`src/rtl/buttons_debounce_multi.sv`:
```
// NUM_CH-channel debouncer for active-low buttons: 2-flop sync, stability filter, strobes, toggle latch.
// Optional long-press strobe enabled by defining BUTTONS_DEBOUNCE_LONGPRESS_EN.
module buttons_debounce_multi #(
    parameter int unsigned NUM_CH          = 4,
    parameter int unsigned DEBOUNCE_CYCLES = 120000,
    parameter int unsigned LONG_CYCLES     = 12000000,
    parameter logic        TOGGLE_INIT     = 1'b0
) (
    input  logic              i_hwclk,
    input  logic              i_rst,
    input  logic [NUM_CH-1:0] i_btn_n,
    output logic [NUM_CH-1:0] o_pressed,
    output logic [NUM_CH-1:0] o_press_evt,
    output logic [NUM_CH-1:0] o_release_evt,
    output logic [NUM_CH-1:0] o_toggle,
    output logic [NUM_CH-1:0] o_long_evt
);

    localparam int unsigned   CW       = $clog2(DEBOUNCE_CYCLES + 1);
    localparam logic [CW-1:0] CNT_LAST = CW'(DEBOUNCE_CYCLES - 1);

    logic [NUM_CH-1:0] r_s1;
    logic [NUM_CH-1:0] r_s2;
    logic [NUM_CH-1:0] r_pressed;
    logic [NUM_CH-1:0] r_press_evt;
    logic [NUM_CH-1:0] r_release_evt;
    logic [NUM_CH-1:0] r_toggle;
    logic [CW-1:0]     r_cnt [NUM_CH];
    logic [NUM_CH-1:0] w_raw_p;

    assign w_raw_p = ~r_s2;

    // Sync chain plus per-channel stability counter; any sample matching the
    // accepted level restarts the count.
    always_ff @(posedge i_hwclk or posedge i_rst) begin
        if (i_rst) begin
            r_s1          <= '1;
            r_s2          <= '1;
            r_pressed     <= '0;
            r_press_evt   <= '0;
            r_release_evt <= '0;
            r_toggle      <= {NUM_CH{TOGGLE_INIT}};
            for (int i = 0; i < NUM_CH; i++) r_cnt[i] <= '0;
        end else begin
            r_s1          <= i_btn_n;
            r_s2          <= r_s1;
            r_press_evt   <= '0;
            r_release_evt <= '0;
            for (int i = 0; i < NUM_CH; i++) begin
                if (w_raw_p[i] == r_pressed[i]) begin
                    r_cnt[i] <= '0;
                end else if (r_cnt[i] == CNT_LAST) begin
                    r_cnt[i]         <= '0;
                    r_pressed[i]     <= w_raw_p[i];
                    r_press_evt[i]   <= w_raw_p[i];
                    r_release_evt[i] <= ~w_raw_p[i];
                    if (w_raw_p[i]) r_toggle[i] <= ~r_toggle[i];
                end else begin
                    r_cnt[i] <= r_cnt[i] + CW'(1);
                end
            end
        end
    end

    assign o_pressed     = r_pressed;
    assign o_press_evt   = r_press_evt;
    assign o_release_evt = r_release_evt;
    assign o_toggle      = r_toggle;

`ifdef BUTTONS_DEBOUNCE_LONGPRESS_EN
    localparam int unsigned   LW       = $clog2(LONG_CYCLES + 1);
    localparam logic [LW-1:0] HOLD_MAX = LW'(LONG_CYCLES);

    logic [LW-1:0]     r_hold [NUM_CH];
    logic [NUM_CH-1:0] r_long_evt;

    // Hold counter saturates at LONG_CYCLES so the strobe fires once per hold.
    always_ff @(posedge i_hwclk or posedge i_rst) begin
        if (i_rst) begin
            r_long_evt <= '0;
            for (int i = 0; i < NUM_CH; i++) r_hold[i] <= '0;
        end else begin
            r_long_evt <= '0;
            for (int i = 0; i < NUM_CH; i++) begin
                if (!r_pressed[i]) begin
                    r_hold[i] <= '0;
                end else if (r_hold[i] != HOLD_MAX) begin
                    r_hold[i] <= r_hold[i] + LW'(1);
                    if (r_hold[i] == HOLD_MAX - LW'(1)) r_long_evt[i] <= 1'b1;
                end
            end
        end
    end

    assign o_long_evt = r_long_evt;
`else
    logic [31:0] w_unused_long;

    assign w_unused_long = 32'(LONG_CYCLES);
    assign o_long_evt    = '0;
`endif

endmodule
```
`config.mk`:
```
export PLATFORM = sky130hd
export DESIGN_NAME = buttons_debounce_multi
export DESIGN_NICKNAME = d
export VERILOG_FILES = /design/src/rtl/buttons_debounce_multi.sv
export SDC_FILE = /design/constraint.sdc
export NUM_CORES = 1
export LEC_CHECK = 0
export ABC_AREA = 1
export BUFFER_PORTS_ARGS = -buffer_cell sky130_fd_sc_hd__buf_2
export CORE_UTILIZATION = 50
export DETAILED_ROUTE_END_ITERATION = 7
export PLACE_DENSITY = 0.71
export SLEW_MARGIN = 25
export SYNTH_ARGS = -nofsm -noshare
export SYNTH_HDL_FRONTEND = slang
export SYNTH_SLANG_ARGS = --single-unit
```
`constraint.sdc`:
```
create_clock -name i_hwclk -period 5.2 [get_ports i_hwclk]
set_input_delay 1.56 -clock i_hwclk [delete_from_list [all_inputs] [get_ports i_hwclk]]
set_output_delay 1.56 -clock i_hwclk [all_outputs]
set_load 0.01 [all_outputs]
```
After elaboration in Yosys (flattened, before gate mapping)
Index checks and enable logic that the tools add are counted.

Register bits: 92. Output and inout bits: 20.

Add/subtract/negate cells: 4. Eq/ne operators: 8. Mux-type cells: 24. Bitwise gates (word level): 13. Reductions and logical operators: 8.

Operators by type and width (number): 17-bit two-way mux (8); 17-bit by 1-bit adder with 17-bit output (second input constant) (4); 17-bit equality test (second input constant) (4); 1-bit two-way mux (16); 1-bit inverter (12); 3-bit AND reduction (4); 2-bit AND reduction (4); 1-bit equality test (4); 4-bit inverter (1).

Depth between registers and ports, before layout
Gate-level depths: netlist of run 1.

Depth after elaboration: 4. Gate-level depth with buffers: 8.

Least setup slack after synthesis of run 1
Ideal clock, no wire load.

Path kind: register -> output. Start point: register r_pressed[0], in the netlist o_pressed[0]. End point: output o_pressed[0]. Arrival: 394 ps. Slack: 3246 ps. Stages on the path, launching flop included: 1. Path buffers: 0. Cells stage by stage: dfrtp_1.

RTL lines: start: declaration (RTL line 24) `logic [NUM_CH-1:0] r_pressed;`; start signal: indexed assignment (RTL line 54) `r_pressed[i] <= w_raw_p[i];`; end: declaration (RTL line 12) `output logic [NUM_CH-1:0] o_pressed,`.

No word-level cell between the ends.

Worst setup path in the final report of run 1
Start point: register r_pressed[3], in the netlist o_pressed[3]. End point: output o_pressed[3].

No word-level cell between the ends.

==> impl_results.md, run 1 <==
* Worst Hold Launch: r_s1[3]
* YS warnings at 0
* Clock transition at the registers of the reported paths at 0.10 ns
* Worst r2r src: r_s2[2]
* H-tree depth at 3
* Share of cells above drive strength 1 at 15.4%
* RSZ-0062 raised after global routing: false
* Maximum clock frequency at roughly 400 MHz
* Number of synthesized flops with an enable pin at 0
* Slew @ Worst Pin at 0.541 ns
* Final net count at 640
* Lkg Pwr at 0.00241 uW
* Routability congestion estimate at ~0.89
* Critical path type: flip-flop to output pin
* Initial core utilization at around 52%
* Setup Skew at 0.0132 ns
* Flop2flop setup slack at between 3 and 4 ns
* Crit end category: output pin
* Fillers at 827
* Pin count of the biggest net entering global routing at 65
* Final core occ at 56.9%
* N_diodes at 0
* Max-Cap Viols at 0
* Post-route ant nets at 0
* Library cells used by synthesis at 31
* Top Family by Delay on Critical Path: flip-flops
* Clock latency on the worst-skew pair at 0.36 ns
* Pwr/cell area at 236 nW/um^2
* Synth Flop Type: dfrtp_1
* Final hold viol count at 0
* Setup tns final at 0 ns
* Mapped Area at 4860 sq um
* Setup bufs post-CTS at 0
* Routed WL at between 9 and 10 mm
* Antenna violations before repair at 0
* Number of CTS-inserted buffers at 9
* CTS Hold Bufs at 0
* Seq cells post-synth at 92
* Synth cell count leaders: 130 x nor2_1, 126 x nand2_1, 84 x dfrtp_1
* Die Width at between 100 and 150 um
* Required time worst endpoint at 3.64 ns
* Top post-synthesis cells by area: dfrtp_1 43%, nor2_1 10%, nand2_1 9.7%, inv_1 5.3%, xor2_1 5.2%
* Die footprint at 10,100 sq um
* Core ar. at 9330 sq um
* Vias per cell at 4.96
* Crit Path Max Fanout at 3
* GR Overflow Total at 0
* Final min period at 2.49 ns
* Setup-failing EPs final at 0
* Initial DRC count at around 170
* Final hold slack at 0.354 ns
* GRT Resource Usage Total at 19.5%
* HP Class: flip-flop to flip-flop
* Mapped Cells at 594
* Via Count at approximately 3,800
* Post-DP HPWL at between 6 and 7 mm
* Sequential share of the synthesized area at approximately 48%
* CTS Sinks at 92
* Count leader, synth: nor2_1
* Peak supply drop at 0.126 mV
* Final Max Tran Viols at 0
* Post-CTS Resized at 0
* Status: finished clean
* Vias in the first global route at ~3,500
* Crit share post-route at 47.9%
* Startpoint Class: flip-flop
* Area delta synth->final at 9.27%
* Synth Area per Inst at 8.18 sq um
* DRC viols at 0
* Hold path cells at 0
* First-pass GRT wire length at 15.5 mm
* FF-to-FF End: r_cnt[24]
* CTS max path bufs at 2
* Buf/Inv on CP at 1
* Die height at 101 um
* R2R depth at 5
* Relative slew slack at between 60 and 70%
* FP Rows at 35
* I/O pin total at 26
* Worst hold path endpoint: r_s2[3]
* WL per Instance at 12.0 um
* Critical Path Max Stage Delay at roughly 0.41 ns
* Ys async rst share at 100%
* Critical-path top delay cell: dfrtp_1
* Leading area contributor after synthesis: dfrtp_1
* Synth top area share at 43.3%
* WP data arrival at 0.93 ns
* TritonCTS clock tree: done
* Root Driver: clkbuf_8
* I/O Buffers at 21
* Initial DRT Pass Iterations at 5
* Worst path cell trace: buf_2
[where the power goes]
| part | internal [uW] | switching, uW |
|---|---|---|
| Combinational | 11.5 | 35.6 |
| Sequential | 728 | 8.63 |
| Clock | 187 | 282 |
[layout by cell type (no fill, tap or decap), types with 10 or more instances in the layout]
master,count
xnor2_1,10
nor2_1,130
nor2_2,14
nand3_1,37
buf_2,21
nand2_1,126
dfrtp_1,84
xor2_1,29
nand4_1,15
inv_1,68
[per-layer routing]
metal,track usage [%],wire [um]
met5,0,0
met4,7.69,144
met3,3.61,323
met2,32.6,4340
met1,25.2,4330
[worst max path at each step]
stage,from,to,depth (start not counted)
floorplan,i_rst,o_press_evt[0],1
global placement,i_rst,r_s2[2],3
detailed placement,i_rst,r_s2[2],3
CTS,o_pressed[3],o_pressed[3],1
global route,o_pressed[3],o_pressed[3],1
finish,o_pressed[3],o_pressed[3],1
[flip-flops by register name (all words and copies together), names as in the netlist]
name,cells
r_s2,4
o_toggle,4
o_press_evt,4
r_s1,4
r_cnt,68
o_release_evt,4
o_pressed,4
[stage by stage]
step	area (sq um)	setup slack [ns]	power, uW	cells
2_1_floorplan	4870	1.26	785	597
3_3_place_gp	5110	2.33	797	744
3_5_place_dp	5120	2.68	799	744
4_1_cts	5310	2.69	1270	760
5_1_grt	5310	2.67	1310	760
6_report	5310	2.71	1250	760
[cells by family after synthesis]
kind of cell | count (synthesis) | share of synthesized area (%)
xor+xnor | 39 | 7.03
other cells | 1 | 0.0772
flops | 92 | 47.6
compound gates | 13 | 1.70
buf+inv | 76 | 6.21
simple gates | 365 | 35.3
fa+ha+maj | 8 | 2.06
[layout make-up]
cell class | count | area (sq um) | area share (%)
Tap cell | 129 | 161 | 3.04
Clock inverter | 7 | 66.3 | 1.25
Inverter | 72 | 277 | 5.21
Clock buffer | 9 | 124 | 2.33
Timing Repair Buffer | 22 | 113 | 2.12
Multi-Input combinational cell | 429 | 2250 | 42.5
Sequential cell | 92 | 2310 | 43.6
(Power assumes the default switching activity.)
==> run 2, diff against run 1 <==
Settings changed: PLACE_DENSITY 0.71 to 0.74.
Clock period 5.2 ns to 2 ns, I/O delays scaled along.
==> impl_results.md, run 2 (synthesis results as in run 1) <==
* Hold path cells at 1 (+1)
* Placed Instance Area at 5130 sq um (+0.22%)
* Peak supply drop at 0.412 mV (+230%)
* Fillers at 845 (+2.2%)
* First-pass GRT wire length at 16.2 mm (+4.2%)
* Initial core utilization at 52.1% (unchanged)
* GRT met1 Usage at 25.6% (+0.35 points)
* Via Count at 3,823 (+1.4%)
* Place WS at 0.421 ns (-2.26 ns)
* Number of CTS-inserted buffers at 9 (unchanged)
* Startpoint Class: flip-flop
* Crit share post-route at 80.9%
* HP Class: primary input to flip-flop
* FP Rows at 35 (unchanged)
* Core ar. at 9330 sq um (unchanged)
* Final min period at approximately 1.6 ns
* Pwr/cell area at 647 nW/um^2 (+170%)
* Clock transition at the registers of the reported paths at 0.09 ns (about the same)
* Initial DRT Pass Iterations at 4 (-1)
* Total power draw at 3470 uW (+180%)
* Final net count at 640 (unchanged)
* Share of cells above drive strength 1 at 15.4% (unchanged)
* Setup tns final at 0 ns (unchanged)
* Die Width at 101 um (unchanged)
* Final hold viol count at 0 (unchanged)
* WL per Instance at 11.8 um (-1.5%)
* H-tree depth at 3 (unchanged)
* Flip-flop and latch area at 2310 sq um (unchanged)
* Setup Skew at 0.00666 ns (-0.00651 ns)
* Final worst setup slack at 0.383 ns (-2.33 ns)
* Die height at 101 um (unchanged)
* Commonest non-fill, non-tap cell in the layout: nor2_1
* Lkg Pwr at 0.00243 uW (+0.88%)
* N_diodes at 0 (unchanged)
* Routed WL at 9.00 mm (-1.5%)
* RSZ-0062 raised after global routing: false
* Crit Path Max Fanout at 10 (+7)
* Post-route ant nets at 0 (unchanged)
* CTS Sinks at 92 (unchanged)
* I/O Buffers at 21 (unchanged)
* GR peak layer: met2
* Post-CTS Resized at 0 (unchanged)
* Required time worst endpoint at 2.25 ns (-1.39 ns)
* GR Overflow Total at 0 (unchanged)
* GRT Resource Usage Total at 20.1% (+0.59 points)
* Met2 GRT Util at 33.7% (+1.1 points)
* CTS Hold Bufs at 0 (unchanged)
* DRC viols at 0 (unchanged)
* Vias per cell at 5.03 (+1.4%)
* Crit end category: flip-flop
* Top reg by flops: r_cnt
* Design area at 5360 sq um (+0.99%)
* R2R depth at 5 (unchanged)
* I/O pin total at 26 (unchanged)
* Max-Cap Viols at 0 (unchanged)
* Maximum clock frequency at 618 MHz
* Setup bufs post-CTS at 0 (unchanged)
* Vias in the first global route at 3,719 (+7.2%)
* Setup-failing EPs final at 0 (unchanged)
* Max FFs per register at 68 (unchanged)
* Clock latency on the worst-skew pair at 0.35 ns (about the same)
* Area delta synth->final at 10.4%
* Pin count of the biggest net entering global routing at 93 (+43%)
* Final Max Tran Viols at 0 (unchanged)
* Final core occ at 57.5% (+0.56 points)
* Routability congestion estimate at 0.913 (+2.9%)
* Initial DRC count at 185 (+8.2%)
* Critical path type: flip-flop to flip-flop
* Most frequent cells in the layout: 130 x nor2_1, 126 x nand2_1, 84 x dfrtp_1, 68 x inv_1, 37 x nand3_1
* WP data arrival at 1.86 ns (+0.93 ns)
* Root Driver: clkbuf_8
* Met3 GRT Util at 4.79% (+1.2 points)
* CTS max path bufs at 2 (unchanged)
* Multi-input gate area at 2250 sq um (unchanged)
* Post-DP HPWL at 6.62 mm (+1.9%)
* Die footprint at 10,100 sq um (unchanged)
* TritonCTS clock tree: done
* Status: finished clean
* Antenna violations before repair at 0 (unchanged)
-- run 2: cell types whose count changed in the layout (fill, tap and decap cells not counted), sizes merged --
cell and change:
bufinv +2, clkinvlp +1, clkinv -2, inv -2, clkbuf +1
-- run 2: critical path, stage by stage (launching register included) --
cell     delay [ns]
dfstp_2        0.54
inv_1          0.06
ha_1           0.46
inv_1          0.20
nand2_4        0.18
nor2_1         0.08
-- run 2: report_power, final --
part | switching (uW) | total (uW) | internal (uW) | leakage, uW
combinational | 91.8 | 124 | 32.6 | 0.00106
clock | 675 | 1430 | 754 | 0.000119
sequential | 21.4 | 1910 | 1890 | 0.00125
total | 788 | 3470 | 2680 | 0.00243
-- run 2: final cells by class --
class / instances / area share, %
Clock buffer: 10 / 2.57
Multi-Input combinational cell: 429 / 42.1
Tap cell: 129 / 3.01
Inverter: 72 / 5.14
Timing Repair Buffer: 22 / 2.33
Clock inverter: 6 / 1.75
Sequential cell: 92 / 43.1
-- run 2: path summary, 6_finish.rpt --
check,startpoint,endpoint,slack [ns]
max,r_s2[1],r_cnt[44],0.38
min in group asynchronous,i_rst,o_release_evt[3],0.36
max in group asynchronous,i_rst,r_s1[3],1.25
min,i_btn_n[2],r_s1[2],0.34
max reg2reg,r_s2[1],r_cnt[44],0.38
min reg2reg,r_s1[2],r_s2[2],0.36
-- run 2: routing by layer --
| layer | routed length, um | part of all wire [%] | vias up |
|---|---|---|---|
| li1 | - | - | 1905 |
| met1 | 4150 | 46 | 1829 |
| met2 | 4410 | 49 | 73 |
| met3 | 285 | 3.2 | 16 |
| met4 | 156 | 1.7 | 0 |
| met5 | 0 | 0 | - |
-- run 2: per-stage QoR --
step	hold slack, ns	std cells
3_5_place_dp	0.349	744
5_1_grt	0.302	760
3_3_place_gp	0.346	744
4_1_cts	0.317	760
2_1_floorplan	0.345	597
6_report	0.335	760
==> run 3, diff against run 2 <==
Settings changed: PLACE_DENSITY 0.74 to 0.71.
Clock period 2 ns to 1.5 ns, I/O delays scaled along.
==> impl_results.md, run 3 (synthesis results as in run 1) <==
* TritonCTS clock tree: done
* Die height at 101 um (unchanged)
* Initial DRC count at 98 (-47%)
* Buf/Inv on CP at 1 (-1)
* Placed Instance Area at 5210 sq um (+1.6%)
* Top reg by flops: r_cnt
* HP Class: primary input to async pin
* Root Driver: clkbuf_8
* Status: finished clean
* CTS Hold Bufs at 0 (unchanged)
* Pwr/cell area at 800 nW/um^2 (+24%)
* Antenna violations before repair at 0 (unchanged)
* Multi-input gate area at 2350 sq um (+4.2%)
* Placed cells at 753 (+1.2%)
* Pin count of the biggest net entering global routing at 34 (-63%)
* CTS max path bufs at 2 (unchanged)
* Metal3 WL at 250 um (-12%)
* Critical path type: flip-flop to flip-flop
* Flop2flop setup slack at 0.03 ns (-0.35 ns)
* Core ar. at 9330 sq um (unchanged)
* Maximum clock frequency at 683 MHz (+10%)
* Crit share post-route at 97.7% (+17 points)
* Total power draw at 4450 uW (+28%)
* Crit Path Max Fanout at 5 (-5)
* Number of CTS-inserted buffers at 9 (unchanged)
* Worst path cell trace: ha_2 -> nand2_2 -> nor2_4 -> nand2_2 -> inv_4 -> nand3_4 -> nand2_4 -> nor2_1
* Routability congestion estimate at 0.932 (+2.2%)
* Most frequent cells in the layout: 124 x nor2_1, 123 x nand2_1, 84 x dfrtp_1, 66 x inv_1, 36 x nand3_1
* Design area at 5560 sq um (+3.8%)
* Setup Skew at 0.00753 ns (+0.000871 ns)
* DRC viols at 0 (unchanged)
* Routed length on met2 at 4.56 mm (+3.4%)
* H-tree depth at 3 (unchanged)
* Flip-flop and latch area at 2310 sq um (unchanged)
* CTS Sinks at 92 (unchanged)
* Critical-path top delay cell: dfrtp_1
* Via Count at 3,759 (-1.7%)
* Initial DRT Pass Iterations at 4 (unchanged)
* WP data arrival at 1.72 ns (-0.14 ns)
* Crit end category: flip-flop
* Post-route ant nets at 0 (unchanged)
* WL per Instance at 12.1 um (+2.1%)
* Fillers at 813 (-3.8%)
* Wl on met1 at 4.38 mm (+5.6%)
* Post-DP HPWL at 6.59 mm (-0.48%)
* Top Metal Used: met4
* Top Family by Delay on Critical Path: simple AND/OR/NAND/NOR gates
* Share of cells above drive strength 1 at 20.1% (+4.7 points)
* GR Overflow Total at 0 (unchanged)
* Max FFs per register at 68 (unchanged)
* Setup-failing EPs final at 0 (unchanged)
* Peak supply drop at 0.378 mV (-8.3%)
* Critical Path Max Stage Delay at 0.40 ns (-0.14 ns)
* Lkg Pwr at 0.00250 uW (+3.0%)
* Final min period at 1.47 ns (-0.152 ns)
* Routed WL at 9.38 mm (+4.2%)
* Clock latency on the worst-skew pair at 0.35 ns (about the same)
* Commonest non-fill, non-tap cell in the layout: nor2_1
* Die footprint at 10,100 sq um (unchanged)
* Die Width at 101 um (unchanged)
* Final net count at 657 (+2.7%)
* Clock transition at the registers of the reported paths at 0.09 ns (about the same)
* Initial core utilization at 52.1% (unchanged)
* Area delta synth->final at 14.6%
* N_diodes at 0 (unchanged)
* RSZ-0062 raised after global routing: true
* Non-filler instance count after layout at 776 (+2.1%)
* I/O Buffers at 21 (unchanged)
* Vias per cell at 4.84 (-3.7%)
* Startpoint Class: flip-flop
* I/O pin total at 26 (unchanged)
* Final core occ at 59.7% (+2.2 points)
* Final Max Tran Viols at 0 (unchanged)
* First-pass GRT wire length at 16.1 mm (-0.68%)
* Final hold viol count at 0 (unchanged)
* Vias in the first global route at 3,674 (-1.2%)
* Max-Cap Viols at 0 (unchanged)
* Crit path top cell by count: nand2_2
* GRT Resource Usage Total at 19.9% (-0.21 points)
* FP Rows at 35 (unchanged)
* Required time worst endpoint at 1.75 ns (-0.50 ns)
-- run 3: worst reg2reg max path, delay by kind of cell (launching register included) --
| family | cells | cell delay, ns |
|---|---|---|
| buffers and inverters | 1 | 0.09 |
| adders and majority gates | 1 | 0.21 |
| DFF | 1 | 0.40 |
| and+or+nand+nor | 6 | 0.67 |
-- run 3: area by class of cell --
type	count	area share, %
repair buffers	38	4.70
well taps	129	2.90
flip-flops and latches	92	41.6
multi-input cells	430	42.2
clock inverters	4	0.877
inverters	72	5.01
clock buffers	11	2.72
-- run 3: power breakdown --
part / switching, uW / total [uW] / internal, uW / leakage [uW]
Clock: 841 / 1690 / 850 / 0.000105
Combinational: 136 / 205 / 68.7 / 0.00115
Sequential: 31.5 / 2550 / 2520 / 0.00125
-- run 3: worst paths after layout --
path | start | end | cells after the start
worst max register to register | r_cnt[34] | r_cnt[49] | 8
min in group i_hwclk | i_btn_n[1] | r_s1[1] | 1
worst max-delay path | r_cnt[34] | r_cnt[49] | 8
max in group asynchronous | i_rst | r_s1[3] | 3
worst min register to register | r_s1[3] | r_s2[3] | 0
worst min-delay path | i_rst | r_cnt[59] | 2
-- run 3: what timing repair did --
| action | 4_1_cts | 5_1_grt |
|---|---|---|
| resized for setup | 0 | 27 |
| setup endpoints to repair | 0 | 47 |
| setup buffers | 0 | 7 |
-- run 3: per-stage QoR --
| stage | setup slack (ns) | hold slack [ns] | TNS [ns] |
|---|---|---|---|
| 2_1_floorplan | -0.0212 | 0.345 | -1.78 |
| 3_3_place_gp | 0.0987 | 0.345 | 0 |
| 3_5_place_dp | 0.0524 | 0.347 | 0 |
| 4_1_cts | 0.0157 | 0.0715 | 0 |
| 5_1_grt | -0.0730 | 0.0842 | -0.881 |
| 6_report | 0.0348 | 0.0746 | 0 |
-- run 3: routing by layer --
| metal | global-route usage, % | vias to the layer above |
|---|---|---|
| met2 | 33.6 | 56 |
| met3 | 2.91 | 17 |
| li1 | - | 1932 |
| met5 | 0 | - |
| met1 | 25.9 | 1754 |
| met4 | 7.58 | 0 |
